--- config.mk ---
export PLATFORM = sky130hd
export DESIGN_NAME = race_progress
export DESIGN_NICKNAME = d
export VERILOG_FILES = /design/src/rtl/race_progress_pkg.sv /design/src/rtl/race_progress_region_hit.sv /design/src/rtl/race_progress.sv
export SDC_FILE = /design/constraint.sdc
export NUM_CORES = 1
export LEC_CHECK = 0
export ABC_AREA = 1
export BUFFER_PORTS_ARGS = -buffer_cell sky130_fd_sc_hd__buf_2
export CORE_MARGIN = 3
export CORE_UTILIZATION = 50
export DETAILED_ROUTE_END_ITERATION = 8
export GPL_TIMING_DRIVEN = 0
export MAX_ROUTING_LAYER = met4
export PLACE_DENSITY = 0.82
export SLEW_MARGIN = 20
export SYNTH_ARGS = -nofsm -noshare
export SYNTH_HDL_FRONTEND = slang
export SYNTH_SLANG_ARGS = --single-unit
--- constraint.sdc ---
create_clock -name pclk -period 2.86 [get_ports pclk]
set_input_delay 0.286 -clock pclk [delete_from_list [all_inputs] [get_ports pclk]]
set_output_delay 0.286 -clock pclk [all_outputs]
set_load 0.005 [all_outputs]
--- src/rtl/race_progress_pkg.sv ---
// race_pkg: shared types for the race_progress lap/checkpoint tracker.
// Holds the FSM state encoding, the region rectangle record and the
// disabled-region constant used at reset.
package race_pkg;

  // Widest coordinate the region table can hold. The top zero-extends its
  // COORD_W inputs into this width, so COORD_W may be anything up to 16.
  localparam int COORD_MAX_W = 16;

  typedef logic [COORD_MAX_W-1:0] coord_t;

  // Encoding is visible on the debug/HUD state port, so values are fixed.
  typedef enum logic [1:0] {
    IDLE      = 2'd0,
    RACING    = 2'd1,
    IN_FINISH = 2'd2,
    DONE      = 2'd3
  } race_state_e;

  // Inclusive rectangle in screen pixels.
  typedef struct packed {
    coord_t x_min;
    coord_t x_max;
    coord_t y_min;
    coord_t y_max;
  } region_t;

  // min > max on both axes, so a reset entry can never report a hit.
  localparam region_t REGION_DISABLED = '{
    x_min: '1,
    x_max: '0,
    y_min: '1,
    y_max: '0
  };

  // A region with an inverted axis is treated as switched off, whatever
  // the car box looks like.
  function automatic logic region_enabled(input region_t r);
    return (r.x_min <= r.x_max) && (r.y_min <= r.y_max);
  endfunction

endpackage

--- src/rtl/race_progress_region_hit.sv ---
// region_hit: purely combinational test of whether the car bounding box lies
// completely inside one region rectangle (all bounds inclusive, unsigned).
module region_hit
  import race_pkg::*;
(
  input  region_t i_region,
  input  coord_t  i_x_start,
  input  coord_t  i_x_end,
  input  coord_t  i_y_start,
  input  coord_t  i_y_end,
  output logic    o_hit
);

  logic w_inside;

  assign w_inside = (i_x_start >= i_region.x_min) &&
                    (i_x_end   <= i_region.x_max) &&
                    (i_y_start >= i_region.y_min) &&
                    (i_y_end   <= i_region.y_max);

  // The explicit enable term matters: an inverted car box could otherwise
  // satisfy the four compares against an inverted (disabled) region.
  assign o_hit = w_inside && region_enabled(i_region);

endmodule

--- src/rtl/race_progress.sv ---
// race_progress: lap and checkpoint tracker for one car.
// A runtime-written table holds NUM_CP checkpoint rectangles plus one finish
// rectangle. On each sample strobe the car box is tested against every entry;
// the FSM tracks which checkpoints were passed in the current lap and counts
// completed laps up to TOTAL_LAPS.
// Optional build macro: RACE_PROGRESS_LAP_TIMER_EN adds per-lap timing
// outputs (last_lap_time, best_lap_time), measured in samples.
module race_progress
  import race_pkg::*;
#(
  parameter int NUM_CP     = 6,
  parameter int COORD_W    = 11,
  parameter int LAP_W      = 4,
  parameter int TOTAL_LAPS = 3,
  parameter int ORDERED    = 0,
  parameter int TIMER_W    = 16
) (
  input  logic                         pclk,
  input  logic                         rst,
  input  logic                         start,
  input  logic                         sample,
  input  logic [COORD_W-1:0]           car_x_start,
  input  logic [COORD_W-1:0]           car_x_end,
  input  logic [COORD_W-1:0]           car_y_start,
  input  logic [COORD_W-1:0]           car_y_end,
  input  logic                         cfg_we,
  input  logic [$clog2(NUM_CP+1)-1:0]  cfg_idx,
  input  logic [COORD_W-1:0]           cfg_x_min,
  input  logic [COORD_W-1:0]           cfg_x_max,
  input  logic [COORD_W-1:0]           cfg_y_min,
  input  logic [COORD_W-1:0]           cfg_y_max,
  output logic [NUM_CP-1:0]            cp_mask,
  output logic                         checkpoints_passed,
  output logic                         lap_finished,
  output logic [LAP_W-1:0]             lap_count,
  output logic                         wrong_order,
  output logic                         race_done,
  output logic [1:0]                   state
`ifdef RACE_PROGRESS_LAP_TIMER_EN
  ,
  output logic [TIMER_W-1:0]           last_lap_time,
  output logic [TIMER_W-1:0]           best_lap_time
`endif
);

  localparam int NUM_REGIONS = NUM_CP + 1;
  localparam int FINISH_IDX  = NUM_CP;

  // ---------------------------------------------------------------------------
  // Region table
  // ---------------------------------------------------------------------------
  region_t r_table [NUM_REGIONS];

  // Write one table entry; indices past the finish entry are dropped.
  // NOTE: the table is reset on purpose -- "disabled" is a functional state
  // the tracker relies on, not just a power-up nicety.
  always_ff @(posedge pclk) begin
    if (rst) begin
      for (int i = 0; i < NUM_REGIONS; i++) begin
        r_table[i] <= REGION_DISABLED;
      end
    end else if (cfg_we && (int'(cfg_idx) <= FINISH_IDX)) begin
      r_table[cfg_idx] <= '{
        x_min: coord_t'(cfg_x_min),
        x_max: coord_t'(cfg_x_max),
        y_min: coord_t'(cfg_y_min),
        y_max: coord_t'(cfg_y_max)
      };
    end
  end

  // ---------------------------------------------------------------------------
  // Hit detection against every entry
  // ---------------------------------------------------------------------------
  logic [NUM_REGIONS-1:0] w_hit;
  logic [NUM_CP-1:0]      w_cp_hit;
  logic                   w_fin_hit;

  for (genvar g = 0; g < NUM_REGIONS; g++) begin : g_region
    region_hit u_region_hit (
      .i_region  (r_table[g]),
      .i_x_start (coord_t'(car_x_start)),
      .i_x_end   (coord_t'(car_x_end)),
      .i_y_start (coord_t'(car_y_start)),
      .i_y_end   (coord_t'(car_y_end)),
      .o_hit     (w_hit[g])
    );
  end

  assign w_cp_hit  = w_hit[NUM_CP-1:0];
  assign w_fin_hit = w_hit[FINISH_IDX];

  // ---------------------------------------------------------------------------
  // Checkpoint acceptance (ordering rule)
  // ---------------------------------------------------------------------------
  race_state_e       r_state;
  logic [NUM_CP-1:0] r_cp_mask;
  logic [LAP_W-1:0]  r_lap_count;
  logic              r_lap_finished;
  logic              r_wrong_order;
  logic              r_race_done;

  logic [NUM_CP-1:0] w_in_order;
  logic [NUM_CP-1:0] w_cp_set;
  logic [NUM_CP-1:0] w_cp_bad;

  // Bit i may be taken only once every lower checkpoint is already in the mask.
  // NOTE: every always_comb output gets a default before any conditional
  // logic, so no path can leave it unassigned and infer a latch.
  always_comb begin
    w_in_order    = '0;
    w_in_order[0] = 1'b1;
    for (int i = 1; i < NUM_CP; i++) begin
      w_in_order[i] = w_in_order[i-1] & r_cp_mask[i-1];
    end
  end

  if (ORDERED != 0) begin : g_ordered
    assign w_cp_set = w_cp_hit & w_in_order;
    // A re-hit of a checkpoint already in the mask is not an ordering error.
    assign w_cp_bad = w_cp_hit & ~w_in_order & ~r_cp_mask;
  end else begin : g_any_order
    assign w_cp_set = w_cp_hit;
    assign w_cp_bad = '0;
  end

  // start takes priority: a sample arriving together with start is dropped.
  logic w_eval;
  logic w_lap_event;

  assign w_eval      = sample && !start;
  assign w_lap_event = w_eval && (r_state == RACING) && w_fin_hit && (&r_cp_mask);

  // ---------------------------------------------------------------------------
  // Race FSM with registered outputs
  // ---------------------------------------------------------------------------
  // Advance the race state, checkpoint mask and lap counter.
  // NOTE: sequential state is updated with non-blocking assignments only, so
  // every register sees the pre-edge value of every other register.
  always_ff @(posedge pclk) begin
    if (rst) begin
      r_state        <= IDLE;
      r_cp_mask      <= '0;
      r_lap_count    <= '0;
      r_lap_finished <= 1'b0;
      r_wrong_order  <= 1'b0;
      r_race_done    <= 1'b0;
    end else begin
      r_lap_finished <= 1'b0;
      r_wrong_order  <= 1'b0;
      if (start) begin
        r_state     <= RACING;
        r_cp_mask   <= '0;
        r_lap_count <= '0;
        r_race_done <= 1'b0;
      end else if (sample) begin
        case (r_state)
          RACING: begin
            if (w_lap_event) begin
              // Checkpoints hit on the same sample belong to no lap; drop them.
              r_lap_finished <= 1'b1;
              r_cp_mask      <= '0;
              r_lap_count    <= r_lap_count + 1'b1;
              if (r_lap_count == LAP_W'(TOTAL_LAPS - 1)) begin
                r_state     <= DONE;
                r_race_done <= 1'b1;
              end else begin
                r_state <= IN_FINISH;
              end
            end else begin
              r_cp_mask     <= r_cp_mask | w_cp_set;
              r_wrong_order <= |w_cp_bad;
              if (w_fin_hit) begin
                r_state <= IN_FINISH;
              end
            end
          end
          IN_FINISH: begin
            // Leaving the finish area re-arms lap counting; checkpoints are
            // not scored while the car is considered inside the finish.
            if (!w_fin_hit) begin
              r_state <= RACING;
            end
          end
          default: ;  // IDLE and DONE wait for start
        endcase
      end
    end
  end

  assign cp_mask            = r_cp_mask;
  assign checkpoints_passed = &r_cp_mask;
  assign lap_finished       = r_lap_finished;
  assign lap_count          = r_lap_count;
  assign wrong_order        = r_wrong_order;
  assign race_done          = r_race_done;
  assign state              = r_state;

`ifdef RACE_PROGRESS_LAP_TIMER_EN
  // ---------------------------------------------------------------------------
  // Lap timer (in samples)
  // ---------------------------------------------------------------------------
  logic [TIMER_W-1:0] r_timer;
  logic [TIMER_W-1:0] r_last_lap;
  logic [TIMER_W-1:0] r_best_lap;
  logic [TIMER_W-1:0] w_timer_next;
  logic               w_timing;

  assign w_timing     = w_eval && ((r_state == RACING) || (r_state == IN_FINISH));
  assign w_timer_next = (&r_timer) ? r_timer : r_timer + 1'b1;

  // Count samples in the current lap and latch last/best on lap completion.
  // The best time survives start and is cleared only by rst.
  always_ff @(posedge pclk) begin
    if (rst) begin
      r_timer    <= '0;
      r_last_lap <= '0;
      r_best_lap <= '0;
    end else if (start) begin
      r_timer    <= '0;
      r_last_lap <= '0;
    end else if (w_timing) begin
      if (w_lap_event) begin
        r_timer    <= '0;
        r_last_lap <= w_timer_next;
        if ((r_best_lap == '0) || (w_timer_next < r_best_lap)) begin
          r_best_lap <= w_timer_next;
        end
      end else begin
        r_timer <= w_timer_next;
      end
    end
  end

  assign last_lap_time = r_last_lap;
  assign best_lap_time = r_best_lap;
`endif

endmodule

Word level (Yosys, flattened, before mapping)
Memories as Yosys holds them, arrays and structs flattened.
Cells that the tools add are included.
{"block": "word_totals", "ff_bits": 14, "mem_bits_rw": 378, "inputBits": 96, "output_inout_bits": 16, "memories": 1}
{"block": "classes", "addsub": 1, "order_cmp": 43, "eq_ne": 7, "mux": 17, "bitwise": 3, "n_reduce_logical": 53}
{"memory": "r_table", "words": 7, "width": 54, "rd": 7, "rd_clocked_by_memory_dff": 0, "write_ports": 7, "line_no": "race_progress.sv:52", "rtl": "region_t r_table [NUM_REGIONS];"}
{"operator": "$ge 11x16->1", "n": 14}
{"operator": "$le 11x16->1", "n": 14}
{"operator": "$le 16x16->1", "n": 14}
{"operator": "$mux 54", "n": 1}
{"operator": "$reduce_or 54->1", "n": 1}
{"operator": "$logic_and 1x1->1", "n": 40}
{"operator": "$reduce_and 4->1", "n": 3}
{"operator": "$mux 1", "n": 10}
{"operator": "$mux 2", "n": 3}
{"operator": "$mux 6", "n": 1}
{"operator": "$ne 3x3->1 const B", "n": 2}
{"operator": "$or 6x6->6", "n": 1}
{"operator": "$reduce_and 6->1", "n": 1}
{"operator": "$add 4x1->4 const B", "n": 1}
{"operator": "$eq 4x2->1 const B", "n": 1}
{"operator": "$ne 4x4->1 const B", "n": 1}
{"operator": "$pmux 2 s2", "n": 1}
{"operator": "$reduce_bool 2->1", "n": 2}
{"operator": "$reduce_or 4->1", "n": 1}
{"operator": "$le 3x3->1 const B", "n": 1}
{"operator": "$mux 3", "n": 1}
{"operator": "$reduce_and 3->1", "n": 1}
{"operator": "$reduce_bool 3->1", "n": 1}
{"operator": "$eq 2x1->1 const B", "n": 1}
{"operator": "6 further kinds", "n": 7}

Depth between registers and ports, before layout
An unclocked memory read counts as a cell.
{"block": "depth", "ltp_word": 12, "mapped_depth": 21}

By module
Synthesis repeated with hierarchy kept, for this count alone.
{"block": "hier_totals", "hier_cells": 3755, "area_unflattened_um2": 29286.8}
{"mod": "region_hit", "instances": 7, "cells_per_inst": 394, "area_each_um2": 2464.9}
{"mod": "race_progress", "instances": 1, "cells_per_inst": 997, "area_each_um2": 12032.8}

Least setup slack after synthesis
No wires, ideal clock.
{"block": "synth_timing", "path_kind": "input port to flip-flop", "from": "input port rst", "to": "memory r_table[1][0] in the netlist's numbering, enable pin", "t_arrival_ps": 2308, "setup_slack_ps": 149, "stages": 11, "n_path_buf": 2, "cell_sequence": "buf_2 > inv_2 > o211ai_2 > nor2_1 > inv_1 > nor2_1 > inv_1 > nor2_2 > inv_2 > buf_2 > nand2_1"}
{"item": "start, declared", "line_no": "race_progress.sv:19", "rtl": "input logic rst,"}
{"item": "end, declared", "line_no": "race_progress.sv:52"}

==> flow_metrics.py <==
metrics = {
    "synthesis": {
        "synthCells": 2730,
        "synth_seq_cells": 329,
        "syn_area_mm2": 0.02335,
        "syn_avg_cell_area_um2": 8.554,
        "synth.net_count": 3290,
        "yosys_warnings": 0,
        "yosysUniqueCellTypes": 39,
        "synth-seq-area-share": 0.3978,
    },
    "setup_path": {
        "startpoint_type": "input pin",
        "end_kind": "flop",
        "critical_path_required_ns": 3.13,
        "critical_path_class": "input pin to flop",
        "arrival_ns": 2.90,
        "worst-path-max-fanout": 25,
    },
    "layout": {
        "fin_util": 0.5690,
        "drive_above_1_share": 0.07307,
        "syn_to_final_growth_pct": 11.52,
        "final_common_cell": "nand2_1",
        "layout_common_cells": "526 x nand2_1, 516 x inv_1, 464 x ha_1",
        "layout.nets": 3445,
        "instances_no_fill": 3520,
    },
    "power_and_ir_drop": {
        "p_leak_nw": 12.75,
        "fin_total_pwr_mw": 12.86,
        "comb_power_share": 0.182,
        "power_density_mw_per_mm2": 493.8,
        "clock_power_share": 0.380,
        "swShare": 0.2864,
        "power_frac_seq": 0.437,
        "intPower_mw": 9.178,
        "ir_worst_vdd_mv": 0.3395,
        "switchingPower_mw": 3.683,
    },
    "global_routing": {
        "grt_remaining_overflow": 0,
        "grtUsageTotal": 0.2624,
        "grt_antenna_before_repair": 6,
        "grt_first_pass_wirelength_mm": 97.95,
        "grt_pass1_vias": 19111,
        "grt_max_degree": 32,
    },
    "timing": {
        "hold_violations": 0,
        "finalCritPeriodShare": 0.9184,
        "slew_viol_final": 0,
        "fin_ws_ns": 0.2334,
        "setup_viol": 0,
        "post-route-min-period_ns": 2.627,
        "slew_headroom": 0.3547,
        "clock_skew_ns": 0.01117,
        "clock.fmax_mhz": 380.7,
        "tightest_slew_ns": 0.9679,
        "whs_ns": 0.02118,
        "rsz0062_at_grt": "false",
    },
    "outcome": {
        "status": "finished, final reports clean",
    },
    "floorplan": {
        "fp-row-count": 78,
        "die_area_mm2": 0.04933,
        "dieWidth_um": 222.1,
        "core_mm2": 0.04577,
        "start_util": 0.5102,
        "io_pins": 112,
        "die_y_um": 222.1,
    },
    "detailed_routing": {
        "dr.first_iter.drc_count": 1982,
        "drt_wl_total_mm": 63.55,
        "num_vias": 19345,
        "drc_errors": 0,
        "drtPass1Iterations": 5,
        "wire_per_inst_um": 18.05,
        "antenna_left": 0,
        "viasPerCell": 5.496,
    },
    "place": {
        "place_ws_ns": -0.4796,
        "globalplace.congestion": 0.9272,
        "io_buffers": 109,
        "dp_cells": 3445,
        "hpwlAfterDp_mm": 51.29,
    },
    "job": {
        "cap_violations": 0,
    },
    "clocking": {
        "root_buffer": "clkbuf_16",
        "insertion_delay_ns": 0.57,
        "clkTransAtPathRegs_ns": 0.06,
        "cts_tree": "yes",
        "h-tree-depth": 2,
        "clock_path_buffers": 3,
        "numCtsBuffers": 38,
        "cts_num_sinks": 329,
    },
    "hold_path": {
        "hp-class": "input pin to flop",
    },
}
-- worst paths after layout --
check | depth (start not counted) | start | to | slack (ns)
max | 10 | rst | r_table[3][45] | 0.23
min | 3 | sample | state[1] | 0.02
min reg2reg | 2 | race_done | race_done | 0.45
max reg2reg | 17 | r_table[6][18] | lap_count[1] | 0.41
-- worst max-delay path: stages --
cell,delay [ns]
buf_2,0.19
inv_2,0.23
o211ai_2,0.15
nor2_1,0.16
inv_1,0.09
nor2_1,0.48
inv_1,0.31
buf_1,0.35
nand2_4,0.37
buf_12,0.24
-- routing by layer --
layer | GRT usage | wire [µm] | share of wire | vias to the layer above
met2 | 0.4168 | 29100 | 0.46 | 840
met3 | 0.03429 | 5722 | 0.090 | 184
li1 | - | - | - | 9344
met4 | 0.1160 | 2875 | 0.045 | 0
met1 | 0.3372 | 25850 | 0.41 | 8977
met5 | - | 0 | 0 | -
-- metrics by stage --
step / TNS [ns] / area [µm²]
after floorplan: 0 / 23350
after global placement: -241.99 / 24650
after detailed placement: -30.93 / 24800
after CTS: 0 / 26030
after global routing: 0 / 26040
final: 0 / 26040
-- power groups by stage --
stage,clock [mW],combinational [mW],sequential (mW)
after floorplan,0,1.55,5.67
after global placement,0,2.16,5.72
after detailed placement,0,2.29,5.72
after CTS,4.91,2.32,5.62
after global routing,5.14,2.70,5.65
final,4.89,2.35,5.62
-- state kept, by name, summed over array words and instances (netlist names) --
register	flops
state	2
lap_finished	1
lap_count	4
cp_mask	6
race_done	1
r_table	315
-- synthesized netlist by cell type --
master | count | share of area
and2b_1 | 1 | 0.00032
nor2_1 | 325 | 0.052
xor2_1 | 1 | 0.00038
o211ai_2 | 1 | 0.00054
nand2_1 | 532 | 0.086
dfxtp_1 | 59 | 0.051
o21ai_0 | 73 | 0.016
and3_1 | 6 | 0.0016
o211ai_1 | 3 | 0.00096
a2111oi_0 | 4 | 0.0015
a211oi_1 | 10 | 0.0032
nor2_2 | 3 | 0.00080
nor3_1 | 15 | 0.0032
conb_1 | 1 | 0.00016
a21boi_0 | 2 | 0.00064
a21o_1 | 15 | 0.0048
a22oi_1 | 14 | 0.0045
o2111ai_1 | 1 | 0.00038
inv_2 | 4 | 0.00064
nand4_1 | 17 | 0.0046
nand3b_1 | 4 | 0.0013
xnor2_1 | 1 | 0.00038
nand3_4 | 1 | 0.00075
nor3_2 | 1 | 0.00043
buf_2 | 23 | 0.0049
a21oi_1 | 231 | 0.050
nand3_1 | 75 | 0.016
o31ai_1 | 4 | 0.0013
buf_1 | 3 | 0.00048
inv_1 | 516 | 0.083
edfxtp_1 | 270 | 0.35
clkbuf_1 | 13 | 0.0021
ha_1 | 464 | 0.25
or2_2 | 1 | 0.00027
a221oi_1 | 2 | 0.00075
nor4_1 | 2 | 0.00054
buf_4 | 1 | 0.00032
o21a_1 | 23 | 0.0074
o21bai_1 | 8 | 0.0026
-- cells by family after synthesis --
kind of cell,count (synthesis),synth area share
xor+xnor,2,0.0007502
buf+inv,560,0.09141
flops,329,0.3978
simple gates,983,0.1676
other cells,1,0.0001606
compound gates,391,0.09371
fa+ha+maj,464,0.2486
-- final cells by class --
| class | count | area, µm² |
|---|---|---|
| inverter | 520 | 1952 |
| sequential | 329 | 9289 |
| buffer | 40 | 182.7 |
| fill | 3901 | 19730 |
| timing repair buffer | 115 | 680.7 |
| clock inverter | 18 | 140.1 |
| tap | 600 | 750.7 |
| antenna | 5 | 12.51 |
| multi-input combinational | 1841 | 11950 |
| clock buffer | 52 | 1087 |
-- what timing repair did --
action / in CTS / in global routing
setup buffers: 0 / 0
gates resized for setup: 0 / 1
endpoints found under the setup margin: 0 / 25
hold buffers: 0 / 0
Note: power is estimated with default switching activity, not from simulation.
